### src/rtl/mips_pkg.sv
// Shared MIPS register-file constants and the write-request entry type.
// Optional MIPS_WB_BYPASS_EN adds bypass ports to mips_reg_writeback.
package mips_pkg;

  localparam int REG_ADDR_W = 5;
  localparam int REG_DATA_W = 32;

  localparam logic [REG_ADDR_W-1:0] REG_ZERO = 5'd0;

  typedef struct packed {
    logic [REG_ADDR_W-1:0] wreg;
    logic [REG_DATA_W-1:0] data;
  } wb_req_t;

endpackage

### src/rtl/mips_wb_fifo.sv
// In-order write-request queue with wrapping pointers and an occupancy count.
// With MIPS_WB_BYPASS_EN it also exports all entries oldest-first with valid flags.
module mips_wb_fifo
  import mips_pkg::*;
#(
  parameter int DEPTH = 4,
  localparam int PW = $clog2(DEPTH),
  localparam int CW = $clog2(DEPTH + 1)
) (
  input  logic          clk,
  input  logic          rst_n,
  input  logic          clr,
  input  logic          push,
  input  wb_req_t       push_dat,
  input  logic          pop,
  output wb_req_t       head,
  output logic [CW-1:0] count
`ifdef MIPS_WB_BYPASS_EN
  ,
  output wb_req_t [DEPTH-1:0] ent,
  output logic    [DEPTH-1:0] ent_vld
`endif
);

  wb_req_t       mem [DEPTH];
  logic [PW-1:0] wr_ptr;
  logic [PW-1:0] rd_ptr;

  always_ff @(posedge clk or negedge rst_n) begin
    if (!rst_n) begin
      wr_ptr <= '0;
      rd_ptr <= '0;
      count  <= '0;
    end else if (clr) begin
      wr_ptr <= '0;
      rd_ptr <= '0;
      count  <= '0;
    end else begin
      if (push) wr_ptr <= wr_ptr + PW'(1);
      if (pop)  rd_ptr <= rd_ptr + PW'(1);
      case ({push, pop})
        2'b10:   count <= count + CW'(1);
        2'b01:   count <= count - CW'(1);
        default: count <= count;
      endcase
    end
  end

  // Storage needs no reset; occupancy is tracked by count alone.
  always_ff @(posedge clk) begin
    if (push && !clr) mem[wr_ptr] <= push_dat;
  end

  assign head = mem[rd_ptr];

`ifdef MIPS_WB_BYPASS_EN
  always_comb begin
    for (int k = 0; k < DEPTH; k++) begin
      ent[k]     = mem[rd_ptr + PW'(k)];
      ent_vld[k] = (CW'(k) < count);
    end
  end
`endif

endmodule

### src/rtl/mips_reg_writeback.sv
// Buffers register-write results and drains one per cycle onto the register file port.
// Optional MIPS_WB_BYPASS_EN adds a two-port lookup of still-pending writes.
module mips_reg_writeback
  import mips_pkg::*;
#(
  parameter int DEPTH  = 4,
  parameter int DATA_W = 32,
  parameter int ADDR_W = 5,
  localparam int CW = $clog2(DEPTH + 1)
) (
  input  logic              clk,
  input  logic              rst_n,
  input  logic              flush,
  input  logic              in_valid,
  output logic              in_ready,
  input  logic [ADDR_W-1:0] in_reg,
  input  logic [DATA_W-1:0] in_data,
  output logic              signal_reg_write,
  output logic [ADDR_W-1:0] write_reg,
  output logic [DATA_W-1:0] write_data,
  output logic [CW-1:0]     pending_count
`ifdef MIPS_WB_BYPASS_EN
  ,
  input  logic [ADDR_W-1:0] byp_reg_1,
  input  logic [ADDR_W-1:0] byp_reg_2,
  output logic              byp_hit_1,
  output logic              byp_hit_2,
  output logic [DATA_W-1:0] byp_data_1,
  output logic [DATA_W-1:0] byp_data_2
`endif
);

  wb_req_t push_dat;
  wb_req_t head;
  logic    push;
  logic    pop;

  assign in_ready = (pending_count < CW'(DEPTH));
  // Writes to register 0 finish the handshake but never enter the queue.
  assign push = in_valid && in_ready && (in_reg != ADDR_W'(REG_ZERO)) && !flush;
  assign pop  = (pending_count != '0) && !flush;

  assign push_dat.wreg = REG_ADDR_W'(in_reg);
  assign push_dat.data = REG_DATA_W'(in_data);

`ifdef MIPS_WB_BYPASS_EN
  wb_req_t [DEPTH-1:0] ent;
  logic    [DEPTH-1:0] ent_vld;
`endif

  mips_wb_fifo #(.DEPTH(DEPTH)) u_fifo (
    .clk      (clk),
    .rst_n    (rst_n),
    .clr      (flush),
    .push     (push),
    .push_dat (push_dat),
    .pop      (pop),
    .head     (head),
    .count    (pending_count)
`ifdef MIPS_WB_BYPASS_EN
    ,
    .ent      (ent),
    .ent_vld  (ent_vld)
`endif
  );

  always_ff @(posedge clk or negedge rst_n) begin
    if (!rst_n) begin
      signal_reg_write <= 1'b0;
      write_reg        <= '0;
      write_data       <= '0;
    end else if (pop) begin
      signal_reg_write <= 1'b1;
      write_reg        <= ADDR_W'(head.wreg);
      write_data       <= DATA_W'(head.data);
    end else begin
      signal_reg_write <= 1'b0;
    end
  end

`ifdef MIPS_WB_BYPASS_EN
  // Output stage is oldest; queue entries are scanned oldest-first so the youngest match wins.
  function automatic logic [DATA_W:0] lookup(input logic [ADDR_W-1:0] r);
    logic [DATA_W:0] res;
    res = '0;
    if (r != ADDR_W'(REG_ZERO)) begin
      if (signal_reg_write && write_reg == r) res = {1'b1, write_data};
      for (int k = 0; k < DEPTH; k++) begin
        if (ent_vld[k] && ent[k].wreg == REG_ADDR_W'(r)) res = {1'b1, DATA_W'(ent[k].data)};
      end
    end
    return res;
  endfunction

  always_comb begin
    {byp_hit_1, byp_data_1} = lookup(byp_reg_1);
    {byp_hit_2, byp_data_2} = lookup(byp_reg_2);
  end
`endif

endmodule
### config.mk
export PLATFORM = sky130hd
export DESIGN_NAME = mips_reg_writeback
export DESIGN_NICKNAME = d
export VERILOG_FILES = /design/src/rtl/mips_pkg.sv /design/src/rtl/mips_wb_fifo.sv /design/src/rtl/mips_reg_writeback.sv
export SDC_FILE = /design/constraint.sdc
export NUM_CORES = 1
export LEC_CHECK = 0
export ABC_AREA = 0
export BUFFER_PORTS_ARGS = -buffer_cell sky130_fd_sc_hd__buf_4
export CAP_MARGIN = 20
export CORE_AREA = 3 3 131 133
export CTS_CLUSTER_DIAMETER = 120
export CTS_CLUSTER_SIZE = 20
export DETAILED_ROUTE_END_ITERATION = 7
export DIE_AREA = 0 0 134 136
export GPL_TIMING_DRIVEN = 0
export REMOVE_ABC_BUFFERS = 1
export SKIP_LAST_GASP = 1
export SLEW_MARGIN = 15
export SYNTH_ARGS = -nofsm -noshare
export SYNTH_HDL_FRONTEND = slang
export SYNTH_SLANG_ARGS = --single-unit
### constraint.sdc
create_clock -name clk -period 3.5 [get_ports clk]
set_input_delay 0.525 -clock clk [delete_from_list [all_inputs] [get_ports clk]]
set_output_delay 0.525 -clock clk [all_outputs]
set_load 0.05 [all_outputs]
* Word level (Yosys, flattened, before mapping) *
Memory sizes are Yosys's and may differ from the RTL's. A register that Yosys moved wholly into a read port is not among the register bits.
Cells that the tools add are included.

word-level totals
  register bits after elaboration = 8
  memories kept = 1
  logic and storage cells = 33
  ROM bits = 0
  bits in writable memories = 148
  input port bits = 41
  bits in latches = 0

memory list
  memory      words  bits a word  rd ports  clocked after Yosys merged registers in  write ports  line                text
  u_fifo.mem  4      37           1         1                                        1            mips_wb_fifo.sv:25  wb_req_t mem [DEPTH];

operators by class
  $add $sub $neg = 4
  multiply operators = 0
  bitwise logic cells = 0
  divide/modulo/power cells = 0
  multiplexer cells = 9
  order comparisons = 1
  equal/unequal tests = 2
  reduce and logical (&&, ||, !) cells = 12
  shift operators = 0

operators with widths
  operator                                                                count
  2-bit two-way mux                                                       4
  3-bit one-hot mux with 2 select lines                                   1
  3-bit nonzero test                                                      2
  1-bit logical AND                                                       5
  5-bit nonzero test                                                      1
  2-bit by 1-bit adder with 2-bit output (second input constant)          2
  2-bit nonzero test                                                      2
  3-bit by 1-bit adder with 3-bit output (second input constant)          1
  3-bit < comparator (second input constant)                              1
  1-bit two-way mux                                                       3
  3-bit two-way mux                                                       1
  3-bit by 1-bit subtractor with 3-bit output (second input constant)     1
  2-bit by 1-bit equality test with 1-bit output (second input constant)  1
  2-bit equality test (second input constant)                             1
  1-bit zero test                                                         2

* Depth between registers and ports, before layout *
Gate-level depths: netlist (run 1).

  depth after elaboration = 7
  mapped depth = 12
  gate-level depth less buffers = 8

* By module *
From an unflattened synthesis (run 1), not the netlist that was laid out.

second synthesis, totals
  cell total of the unflattened synthesis = 450
  area, all modules = 8007.7 µm²

modules (own cells, without submodules)
  module              area an instance (µm²)  cells each  times used  sequential area each (µm²)
  mips_wb_fifo        5756.8                  234         1           4619.4
  mips_reg_writeback  2250.9                  216         1           950.9

* Worst setup path before layout (run 1) *
No wires, ideal clock.

  path type = reg-to-reg
  start = reg u_fifo.count[2]
  end = reg u_fifo.count[2]
  setup time = 82 ps
  path slack = 630 ps
  cell stages (with the launch flop) = 11
  data arrival time = 2788 ps
  period minus slack after synthesis = 2870 ps
  cells stage by stage = dfrtp_1 -> buf_2 -> nor3_1 -> or2_2 -> clkbuf_1 -> buf_2 -> buf_2 -> a21oi_1 -> fa_1 -> or4_1 -> a31oi_1

between the ends
  cells in the longest elaborated chain, start to end = 7
  elaborated cells between the ends (all ways) = 13
  those cells by class = add/sub (2); order compare (1); eq/ne (2); mux (2); reduce/logical (6)

ends and longest elaborated chain
  element                                                                                line                      text
  from (decl)                                                                            mips_wb_fifo.sv:17        output logic [CW-1:0] count
  from (signal assigned)                                                                 mips_wb_fifo.sv:42        2'b10: count <= count + CW'(1);
  from (signal assigned)                                                                 mips_wb_fifo.sv:43        2'b01: count <= count - CW'(1);
  from (signal assigned)                                                                 mips_wb_fifo.sv:44        default: count <= count;
  3-bit < comparator                                                                     mips_reg_writeback.sv:38  assign in_ready = (pending_count < CW'(DEPTH));
  1-bit logical AND (3 in series)                                                        mips_reg_writeback.sv:40  assign push = in_valid && in_ready && (in_reg != ADDR_W'(REG_ZERO)) && !flush;
  2-bit by 1-bit equality test with 1-bit output or 2-bit equality test (tied branches)  mips_wb_fifo.sv:41        case ({push, pop})
  3-bit one-hot mux with 2 select lines                                                  mips_wb_fifo.sv:41
  3-bit two-way mux                                                                      mips_wb_fifo.sv:34        end else if (clr) begin

Several ways; a longest one is shown, not always the timed one.
A chain may end at the register's enable or synchronous reset.

* Final worst setup path (run 1) *
Same ends and word-level chain as after synthesis.

==> results.sh, run 1 <==
export IMPL_grt_start_max_net_pins=46
export IMPL_crit_path_start="u_fifo.count[2]"
export IMPL_routed_via_density=5.10
export IMPL_power_clock_fraction=0.291
export IMPL_tritoncts="done"
export IMPL_share_seq_of_total_power=0.410
export IMPL_ios=83
export IMPL_sw_pwr_mw=2.41
export IMPL_power_internal_mw=4.92
export IMPL_largest_register_ffs=148
export IMPL_clk_path_buf_depth=2
export IMPL_cpPeakStageDelay_ps=830
export IMPL_critPathCapture="u_fifo.count[2]"
export IMPL_part_of_the_power_in_combinational_logic=0.299
export IMPL_synthDominantCellAreaShare=0.617
export IMPL_asyncSetResetFlopFracSynth=0.233
export IMPL_timing_critical_path_from_type="register"
export IMPL_kind_of_end_point_of_the_critical_path="register"
export IMPL_clk_pin_slew_ps=70
export IMPL_timing_critical_path_fanout_max=41
export IMPL_clock_sink_count=193
export IMPL_drv_cap=0
export IMPL_syn_area_per_cell_um2=17.8
export IMPL_antenna_found_initial=0
export IMPL_min_period_over_period=0.844
export IMPL_post_cts_resized=0
export IMPL_fin_setup_tns_ps=0
export IMPL_grt_pass1_vias=3967
export IMPL_synthesis_to_finish_area_growth_pct=22.8
export IMPL_distinct_cells_synth=30
export IMPL_worst_ep_arrival_time_ps=3300
export IMPL_die_y_extent_um=136
export IMPL_route_detailed_drc=0
export IMPL_final_clock_skew_ps=6.93
export IMPL_postCtsSetupRepairBufs=0
export IMPL_worstSetupPathType="reg2reg"
export IMPL_drive_gt1_frac=0.328
export IMPL_syn_std_cell_area_um2=7210
export IMPL_grt_setup_unrepaired="false"
export IMPL_yosys_most_used_dff="edfxtp_1"
export IMPL_synth_seq_cells=193
export IMPL_wl_um=14000
export IMPL_crit_chain="nor3_1, or2_2, a21oi_1, fa_1, or4_1, a31oi_1"
export IMPL_run_status="complete, no violations"
export IMPL_critical_path_slowest_cell="or2_2"
export IMPL_fmax_mhz=338
export IMPL_final_critical_path_setup_slack_ps=545
export IMPL_power_density_nw_per_um2=828
export IMPL_r2r_setup_slack_ps=550
export IMPL_synth_yosys_seq_area_share=0.773
export IMPL_routabilityCongestion=0.669
export IMPL_cts_root_buf="clkbuf_16"
export IMPL_num_rows=46
export IMPL_regToRegEndpoint="u_fifo.count[2]"
export IMPL_tritoncts_num_buffers=17
export IMPL_synthesis_instances=404
export IMPL_final_net_count=539
export IMPL_all_layer_global_routing_usage=0.164
export IMPL_dpl_worst_slack_ps=537
export IMPL_clock_latency_ps=420
export IMPL_ys_top_cells_by_count="edfxtp_1 (148), nand2_1 (113), dfrtp_1 (45)"
export IMPL_total_overflow_reported_by_the_global_router=0
export IMPL_transition_time_at_the_pin_with_the_least_slew_margin_ps=1010
export IMPL_dp_hpwl_um=8280
export IMPL_synth_area_leader_cell="edfxtp_1"
export IMPL_depth_of_the_worst_register_to_register_path=6
export IMPL_number_of_buffer_cells_added_on_primary_ports=82
export IMPL_yosysWarnings=0
export IMPL_hold_crit_class="in2async"
export IMPL_initial_utilization=0.452
export IMPL_power_leakage_nw=3.35
export IMPL_grt_pass1_wl_um=21900
export IMPL_antenna_diode_count=0
export IMPL_number_of_synthesized_flops_with_an_enable_pin=148
export IMPL_setup_viol_count_final=0
export IMPL_final_min_clock_period_ps=2950
export IMPL_core_area_um2=15900
export IMPL_hold_buffer_count_at_cts=0
export IMPL_ant_nets=0
export IMPL_die_x_um=134
export IMPL_maxSlewHeadroom=0.330
export IMPL_floorplan_die_area_um2=18200
export IMPL_netlist_top_cells_area="edfxtp_1 (62%), dfrtp_1 (16%), mux4_2 (12%)"
export IMPL_leading_cell_type_by_number_of_instances_after_synthesis="edfxtp_1"
export IMPL_route_vias_total=3681
export IMPL_cp_data_required_time_ps=3840
export IMPL_final_hold_violation_count=0
export IMPL_power_share_switching=0.329
export IMPL_initialDrtViolationCount=148
export IMPL_drt_pass1_iterations=4
export IMPL_htreeDepth=4
export IMPL_irDropWorstVdd_mv=0.446
export IMPL_critical_r2r_launch="u_fifo.count[2]"
export IMPL_final_number_of_max_transition_violations=0
export IMPL_avgRoutedWirePerCell_um=19.3
[worst min-delay path by stage]
stage / start / to
2_1_floorplan: rst_n / signal_reg_write
3_3_place_gp: write_reg[2] / write_reg[2]
3_5_place_dp: write_data[3] / write_data[3]
4_1_cts: rst_n / write_data[2]
5_1_grt: rst_n / write_data[2]
6_report: rst_n / write_data[2]
[area by class of cell]
| type | instances | area, µm² |
|---|---|---|
| Clock buffer | 23 | 488 |
| Tap cell | 216 | 270 |
| Multi-Input combinational cell | 186 | 1540 |
| Timing Repair Buffer | 89 | 778 |
| Fill cell | 1292 | 7100 |
| Sequential cell | 193 | 5580 |
| Clock inverter | 9 | 176 |
| Inverter | 6 | 22.5 |
[critical path, delay by kind of cell, from the launching register on]
| family | cells | cell delay [ps] |
|---|---|---|
| AOI/OAI and AO/OA | 2 | 290 |
| adders and majority gates | 1 | 450 |
| DFF | 1 | 500 |
| and+or+nand+nor | 3 | 1630 |
[metrics by stage]
step | utilization | hold WS [ps] | cell area, µm² | power [mW] | std cells
global route | 0.555 | 187 | 8850 | 7.67 | 722
CTS | 0.555 | 167 | 8850 | 7.41 | 722
global placement | 0.502 | 461 | 8010 | 5.21 | 683
detailed placement | 0.513 | 463 | 8180 | 5.28 | 690
finish | 0.555 | 150 | 8850 | 7.33 | 722
floorplan | - | 229 | 7120 | 4.52 | 385
[layer usage]
layer | up-vias | track usage | wire [µm]
met1 | 1901 | 0.208 | 5990
li1 | 1688 | - | -
met2 | 78 | 0.279 | 7100
met4 | 0 | 0.0497 | 160
met3 | 14 | 0.0452 | 710
met5 | - | 0 | 0
[power groups by stage]
stage	Clock (mW)	Combinational [mW]	Sequential, mW
after CTS	2.17	2.23	3.01
after detailed placement	0	2.22	3.06
after global routing	2.27	2.35	3.05
after global placement	0	2.05	3.16
final	2.13	2.19	3.00
after floorplan	0	0.703	3.81
[layout by cell type, fill, tap and decap left out, drive strengths merged, types with 4 or more instances in the layout]
master	n
buf	89
clkbuf	23
nand2	113
mux4	37
inv	6
ha	4
edfxtp	148
nor2	5
and3	4
bufinv	5
dfrtp	45
[cell families after synthesis]
| kind of cell | synth area share |
|---|---|
| DFF | 0.773 |
| adders and majority gates | 0.00972 |
| buffers and inverters | 0.0146 |
| and+or+nand+nor | 0.0740 |
| AOI/OAI and AO/OA | 0.00920 |
| muxes | 0.117 |
| xor gates and xnor gates | 0.00243 |
Power figures use the tool's default switching activity.
==> inputs of run 2 (changes only) <==
--- a/config.mk
+++ b/config.mk
@@ -14,6 +14,7 @@
 export DETAILED_ROUTE_END_ITERATION = 7
 export DIE_AREA = 0 0 134 136
 export GPL_TIMING_DRIVEN = 0
+export PLACE_DENSITY = 0.66
 export REMOVE_ABC_BUFFERS = 1
 export SKIP_LAST_GASP = 1
 export SLEW_MARGIN = 15
==> constraint.sdc (replaced) <==
create_clock -name clk -period 2.5 [get_ports clk]
set_input_delay 0.375 -clock clk [delete_from_list [all_inputs] [get_ports clk]]
set_output_delay 0.375 -clock clk [all_outputs]
set_load 0.05 [all_outputs]
==> results.sh, run 2 (synthesis gave the netlist of run 1 again) <==
export IMPL_run_status="finished with violations"
export IMPL_violations_in_the_final_reports="hold timing"
export IMPL_cp_num_cells=6
export IMPL_irDropWorstVdd_mv=0.651
export IMPL_most_common_cell_after_layout_fill_and_taps_aside="edfxtp_1"
export IMPL_worst_path_dominant_cell_family="simple AND/OR/NAND/NOR gates"
export IMPL_ant_nets=0
export IMPL_cts_root_buf="clkbuf_16"
export IMPL_crit_chain="nor3_4, or2_4, a21oi_1, fa_1, or4_1, a31oi_1"
export IMPL_core_area_um2=15900
export IMPL_cp_data_required_time_ps=2850
export IMPL_final_hold_violation_count=19
export IMPL_number_of_buffer_cells_added_on_primary_ports=82
export IMPL_dp_hpwl_um=7970
export IMPL_die_y_extent_um=136
export IMPL_drt_pass1_iterations=4
export IMPL_tritoncts="done"
export IMPL_critPathBufInv=0
export IMPL_ios=83
export IMPL_avgRoutedWirePerCell_um=19.7
export IMPL_tritoncts_num_buffers=17
export IMPL_depth_of_the_worst_register_to_register_path=6
export IMPL_finish_cell_count_without_fillers=727
export IMPL_largest_register_ffs=148
export IMPL_worst_ep_arrival_time_ps=2670
export IMPL_num_rows=46
export IMPL_clock_sink_count=193
export IMPL_routed_via_density=5.14
export IMPL_synthesis_to_finish_area_growth_pct=22.1
export IMPL_total_power_mw=9.98
export IMPL_final_min_clock_period_ps=2320
export IMPL_min_period_over_period=0.930
export IMPL_grt_pass1_vias=3814
export IMPL_antenna_found_initial=0
export IMPL_clock_latency_ps=420
export IMPL_critical_path_slowest_cell="or4_1"
export IMPL_grt_start_max_net_pins=46
export IMPL_final_clock_skew_ps=9.65
export IMPL_drv_cap=0
export IMPL_hold_crit_class="in2async"
export IMPL_layout_cells_most_common_list="edfxtp_1 (148), nand2_1 (113), buf_4 (85)"
export IMPL_setup_viol_count_final=0
export IMPL_transition_time_at_the_pin_with_the_least_slew_margin_ps=669
export IMPL_antenna_diode_count=0
export IMPL_final_critical_path_setup_slack_ps=175
export IMPL_worstSetupPathType="reg2reg"
export IMPL_die_x_um=134
export IMPL_grt_pass1_wl_um=22100
export IMPL_power_density_nw_per_um2=1130
export IMPL_grt_setup_unrepaired="false"
export IMPL_dpl_worst_slack_ps=-482
export IMPL_cpPeakStageDelay_ps=540
export IMPL_initialDrtViolationCount=258
export IMPL_clk_path_buf_depth=2
export IMPL_maxSlewHeadroom=0.554
export IMPL_kind_of_end_point_of_the_critical_path="register"
export IMPL_htreeDepth=4
export IMPL_clk_pin_slew_ps=70
export IMPL_floorplan_die_area_um2=18200
export IMPL_timing_critical_path_from_type="register"
export IMPL_fmax_mhz=430
export IMPL_hold_buffer_count_at_cts=0
export IMPL_routabilityCongestion=0.690
export IMPL_all_layer_global_routing_usage=0.167
export IMPL_wl_um=14300
export IMPL_final_net_count=544
export IMPL_timing_hold_ws_ps=-18.6
export IMPL_drive_gt1_frac=0.337
export IMPL_final_number_of_max_transition_violations=0
export IMPL_timing_critical_path_fanout_max=11
export IMPL_route_detailed_drc=0
export IMPL_route_vias_total=3734
export IMPL_power_leakage_nw=3.32
export IMPL_initial_utilization=0.452
export IMPL_placed_cell_count=690
export IMPL_total_overflow_reported_by_the_global_router=0
run 2: cell type report:
cell class              count  area [µm²]
fillers                  1293        7150
flip-flops and latches    193        5580
multi-input cells         188        1560
repair buffers             92         778
clock buffers              17         425
well taps                 216         270
clock inverters            15         161
inverters                   6        22.5
run 2: worst paths after layout:
path	startpoint	endpoint	slack, ps
max in group asynchronous	rst_n	u_fifo.rd_ptr[0]	2010
min reg2reg	write_data[9]	write_data[9]	470
min	rst_n	write_data[0]	-20
max reg2reg	u_fifo.count[2]	u_fifo.count[2]	180
min in group clk	in_data[15]	u_fifo.mem[2][15]	150
max	u_fifo.count[2]	u_fifo.count[2]	180
run 2: report_power, final:
part           switching, mW  total, mW  internal [mW]
Sequential             0.326       4.21           3.89
Clock                   1.16       2.64           1.49
Combinational           1.98       3.12           1.14
run 2: repair_timing:
action | 4_1_cts | 5_1_grt
setup endpoints to repair | 27 | 1
setup buffers | 0 | 3
hold endpoints to repair | 0 | 0
cloned | 2 | 0
pin swaps | 1 | 1
gates resized for setup | 3 | 0
run 2: layer usage:
layer / vias up / global-route usage / wire length [µm]
met1: 1927 / 0.227 / 6360
met4: 0 / 0.0446 / 119
met5: - / 0 / 0
met2: 96 / 0.264 / 7010
li1: 1695 / - / -
met3: 16 / 0.0514 / 827
run 2: worst register-to-register path, stage by stage, from the launching register on:
cell     delay [ps]
dfrtp_1         510
nor3_4          350
or2_4           210
a21oi_1          60
fa_1            400
or4_1           540
a31oi_1         170
run 2: metrics by stage:
step                 util  TNS (ps)  cell area, µm²
global placement    0.502    -86490            8010
CTS                 0.550         0            8770
floorplan               -      -128            7120
global route        0.552         0            8790
detailed placement  0.512      -922            8160
finish              0.552         0            8790
==> inputs of run 3 (changes only) <==
--- a/config.mk
+++ b/config.mk
@@ -14,8 +14,8 @@
 export DETAILED_ROUTE_END_ITERATION = 7
 export DIE_AREA = 0 0 134 136
 export GPL_TIMING_DRIVEN = 0
-export PLACE_DENSITY = 0.66
 export REMOVE_ABC_BUFFERS = 1
+export SETUP_SLACK_MARGIN = 0.05
 export SKIP_LAST_GASP = 1
 export SLEW_MARGIN = 15
 export SYNTH_ARGS = -nofsm -noshare
==> constraint.sdc (replaced) <==
create_clock -name clk -period 2.2 [get_ports clk]
set_input_delay 0.33 -clock clk [delete_from_list [all_inputs] [get_ports clk]]
set_output_delay 0.33 -clock clk [all_outputs]
set_load 0.05 [all_outputs]
==> results.sh, run 3 (synthesis gave the netlist of run 1 again) <==
export IMPL_die_x_um=134
export IMPL_power_density_nw_per_um2=1320
export IMPL_total_overflow_reported_by_the_global_router=0
export IMPL_min_period_over_period=0.933
export IMPL_critPathBufInv=0
export IMPL_layout_cells_most_common_list="edfxtp_1 (148), nand2_1 (113), buf_4 (86)"
export IMPL_maxSlewHeadroom=0.534
export IMPL_number_of_buffer_cells_added_on_primary_ports=82
export IMPL_routed_via_density=5.15
export IMPL_grt_pass1_wl_um=22700
export IMPL_num_rows=46
export IMPL_drt_pass1_iterations=4
export IMPL_transition_time_at_the_pin_with_the_least_slew_margin_ps=699
export IMPL_tritoncts_num_buffers=17
export IMPL_hold_crit_class="in2reg"
export IMPL_antenna_found_initial=0
export IMPL_worst_ep_arrival_time_ps=2390
export IMPL_initialDrtViolationCount=162
export IMPL_final_number_of_max_transition_violations=0
export IMPL_initial_utilization=0.452
export IMPL_synthesis_to_finish_area_growth_pct=23.7
export IMPL_worstSetupPathType="reg2reg"
export IMPL_critical_path_slowest_cell="or4_1"
export IMPL_final_clock_skew_ps=7.44
export IMPL_drv_cap=0
export IMPL_largest_register_ffs=148
export IMPL_dp_hpwl_um=8280
export IMPL_all_layer_global_routing_usage=0.171
export IMPL_grt_setup_unrepaired="false"
export IMPL_worst_path_dominant_cell_family="simple AND/OR/NAND/NOR gates"
export IMPL_irDropWorstVdd_mv=0.707
export IMPL_clock_latency_ps=430
export IMPL_final_min_clock_period_ps=2050
export IMPL_antenna_diode_count=0
export IMPL_total_power_mw=11.8
export IMPL_grt_pass1_vias=4044
export IMPL_dpl_worst_slack_ps=-763
export IMPL_clk_pin_slew_ps=60
export IMPL_floorplan_die_area_um2=18200
export IMPL_most_common_cell_after_layout_fill_and_taps_aside="edfxtp_1"
export IMPL_timing_critical_path_fanout_max=7
export IMPL_final_core_utilization=0.559
export IMPL_final_net_count=546
export IMPL_cts_root_buf="clkbuf_16"
export IMPL_cpPeakStageDelay_ps=530
export IMPL_drive_gt1_frac=0.343
export IMPL_power_leakage_nw=3.37
export IMPL_core_area_um2=15900
export IMPL_timing_hold_ws_ps=100
export IMPL_route_detailed_drc=0
export IMPL_die_y_extent_um=136
export IMPL_fin_setup_tns_ps=0
export IMPL_timing_critical_path_from_type="register"
export IMPL_kind_of_end_point_of_the_critical_path="register"
export IMPL_setup_viol_count_final=0
export IMPL_final_hold_violation_count=0
export IMPL_clock_sink_count=193
export IMPL_run_status="complete, no violations"
export IMPL_avgRoutedWirePerCell_um=20.2
export IMPL_ant_nets=0
export IMPL_fmax_mhz=487
export IMPL_cp_data_required_time_ps=2540
export IMPL_sequential_cell_area_um2=5580
export IMPL_final_critical_path_setup_slack_ps=146
export IMPL_routabilityCongestion=0.669
export IMPL_crit_chain="nor3_4, or2_4, a21oi_1, fa_1, or4_1, a31oi_1"
export IMPL_wl_um=14700
export IMPL_grt_start_max_net_pins=46
export IMPL_route_vias_total=3751
export IMPL_htreeDepth=4
export IMPL_tritoncts="done"
export IMPL_ios=83
export IMPL_clk_path_buf_depth=2
export IMPL_multi_input_area_um2=1560
export IMPL_layout_filler_cells=1280
-- run 3: cell types whose count changed in the layout (fill, tap and decap cells not counted), sizes merged --
cell / delta
dlygate4sd3: +1
buf: +1
bufinv: +3
inv: -3
clkinv: -6
clkbuf: +6
-- run 3: per-stage QoR --
stage,cells,area (µm²)
after floorplan,385,7120
after global placement,683,8010
after detailed placement,690,8180
after CTS,727,8900
after global routing,729,8920
final,729,8920
-- run 3: timing repair --
action                                  in CTS  in global routing
pin swaps                                    2                  0
hold buffers                                 1                  0
buffers inserted                             2                  2
resized for setup                            4                  2
endpoints found under the hold margin       45                  0
gates cloned                                 2                  0
endpoints found under the setup margin      40                  1
-- run 3: area by class of cell --
| class | instances | area share |
|---|---|---|
| Timing Repair Buffer | 94 | 0.0918 |
| Sequential cell | 193 | 0.626 |
| Multi-Input combinational cell | 188 | 0.175 |
| Clock inverter | 9 | 0.0198 |
| Clock buffer | 23 | 0.0547 |
| Tap cell | 216 | 0.0303 |
| Inverter | 6 | 0.00253 |
-- run 3: where the power goes --
group	internal [mW]	switching, mW	total, mW
Combinational	1.32	2.27	3.59
Clock	2.14	1.26	3.40
Sequential	4.42	0.371	4.79
-- run 3: final timing paths --
kind	endpoint	startpoint	slack [ps]	cells past startpoint
setup reg to reg	u_fifo.count[2]	u_fifo.count[0]	150	6
max in group asynchronous	u_fifo.rd_ptr[0]	rst_n	1180	2
setup / recovery	u_fifo.count[2]	u_fifo.count[0]	150	6
hold / removal	u_fifo.mem[3][15]	in_data[15]	100	1
hold reg to reg	write_reg[2]	write_reg[2]	470	2
min in group asynchronous	write_data[26]	rst_n	500	2
-- run 3: routing by layer --
layer	wire length, µm	GRT usage
met5	0	0
met4	120	0.0514
met3	653	0.0470
met2	7540	0.291
met1	6410	0.218
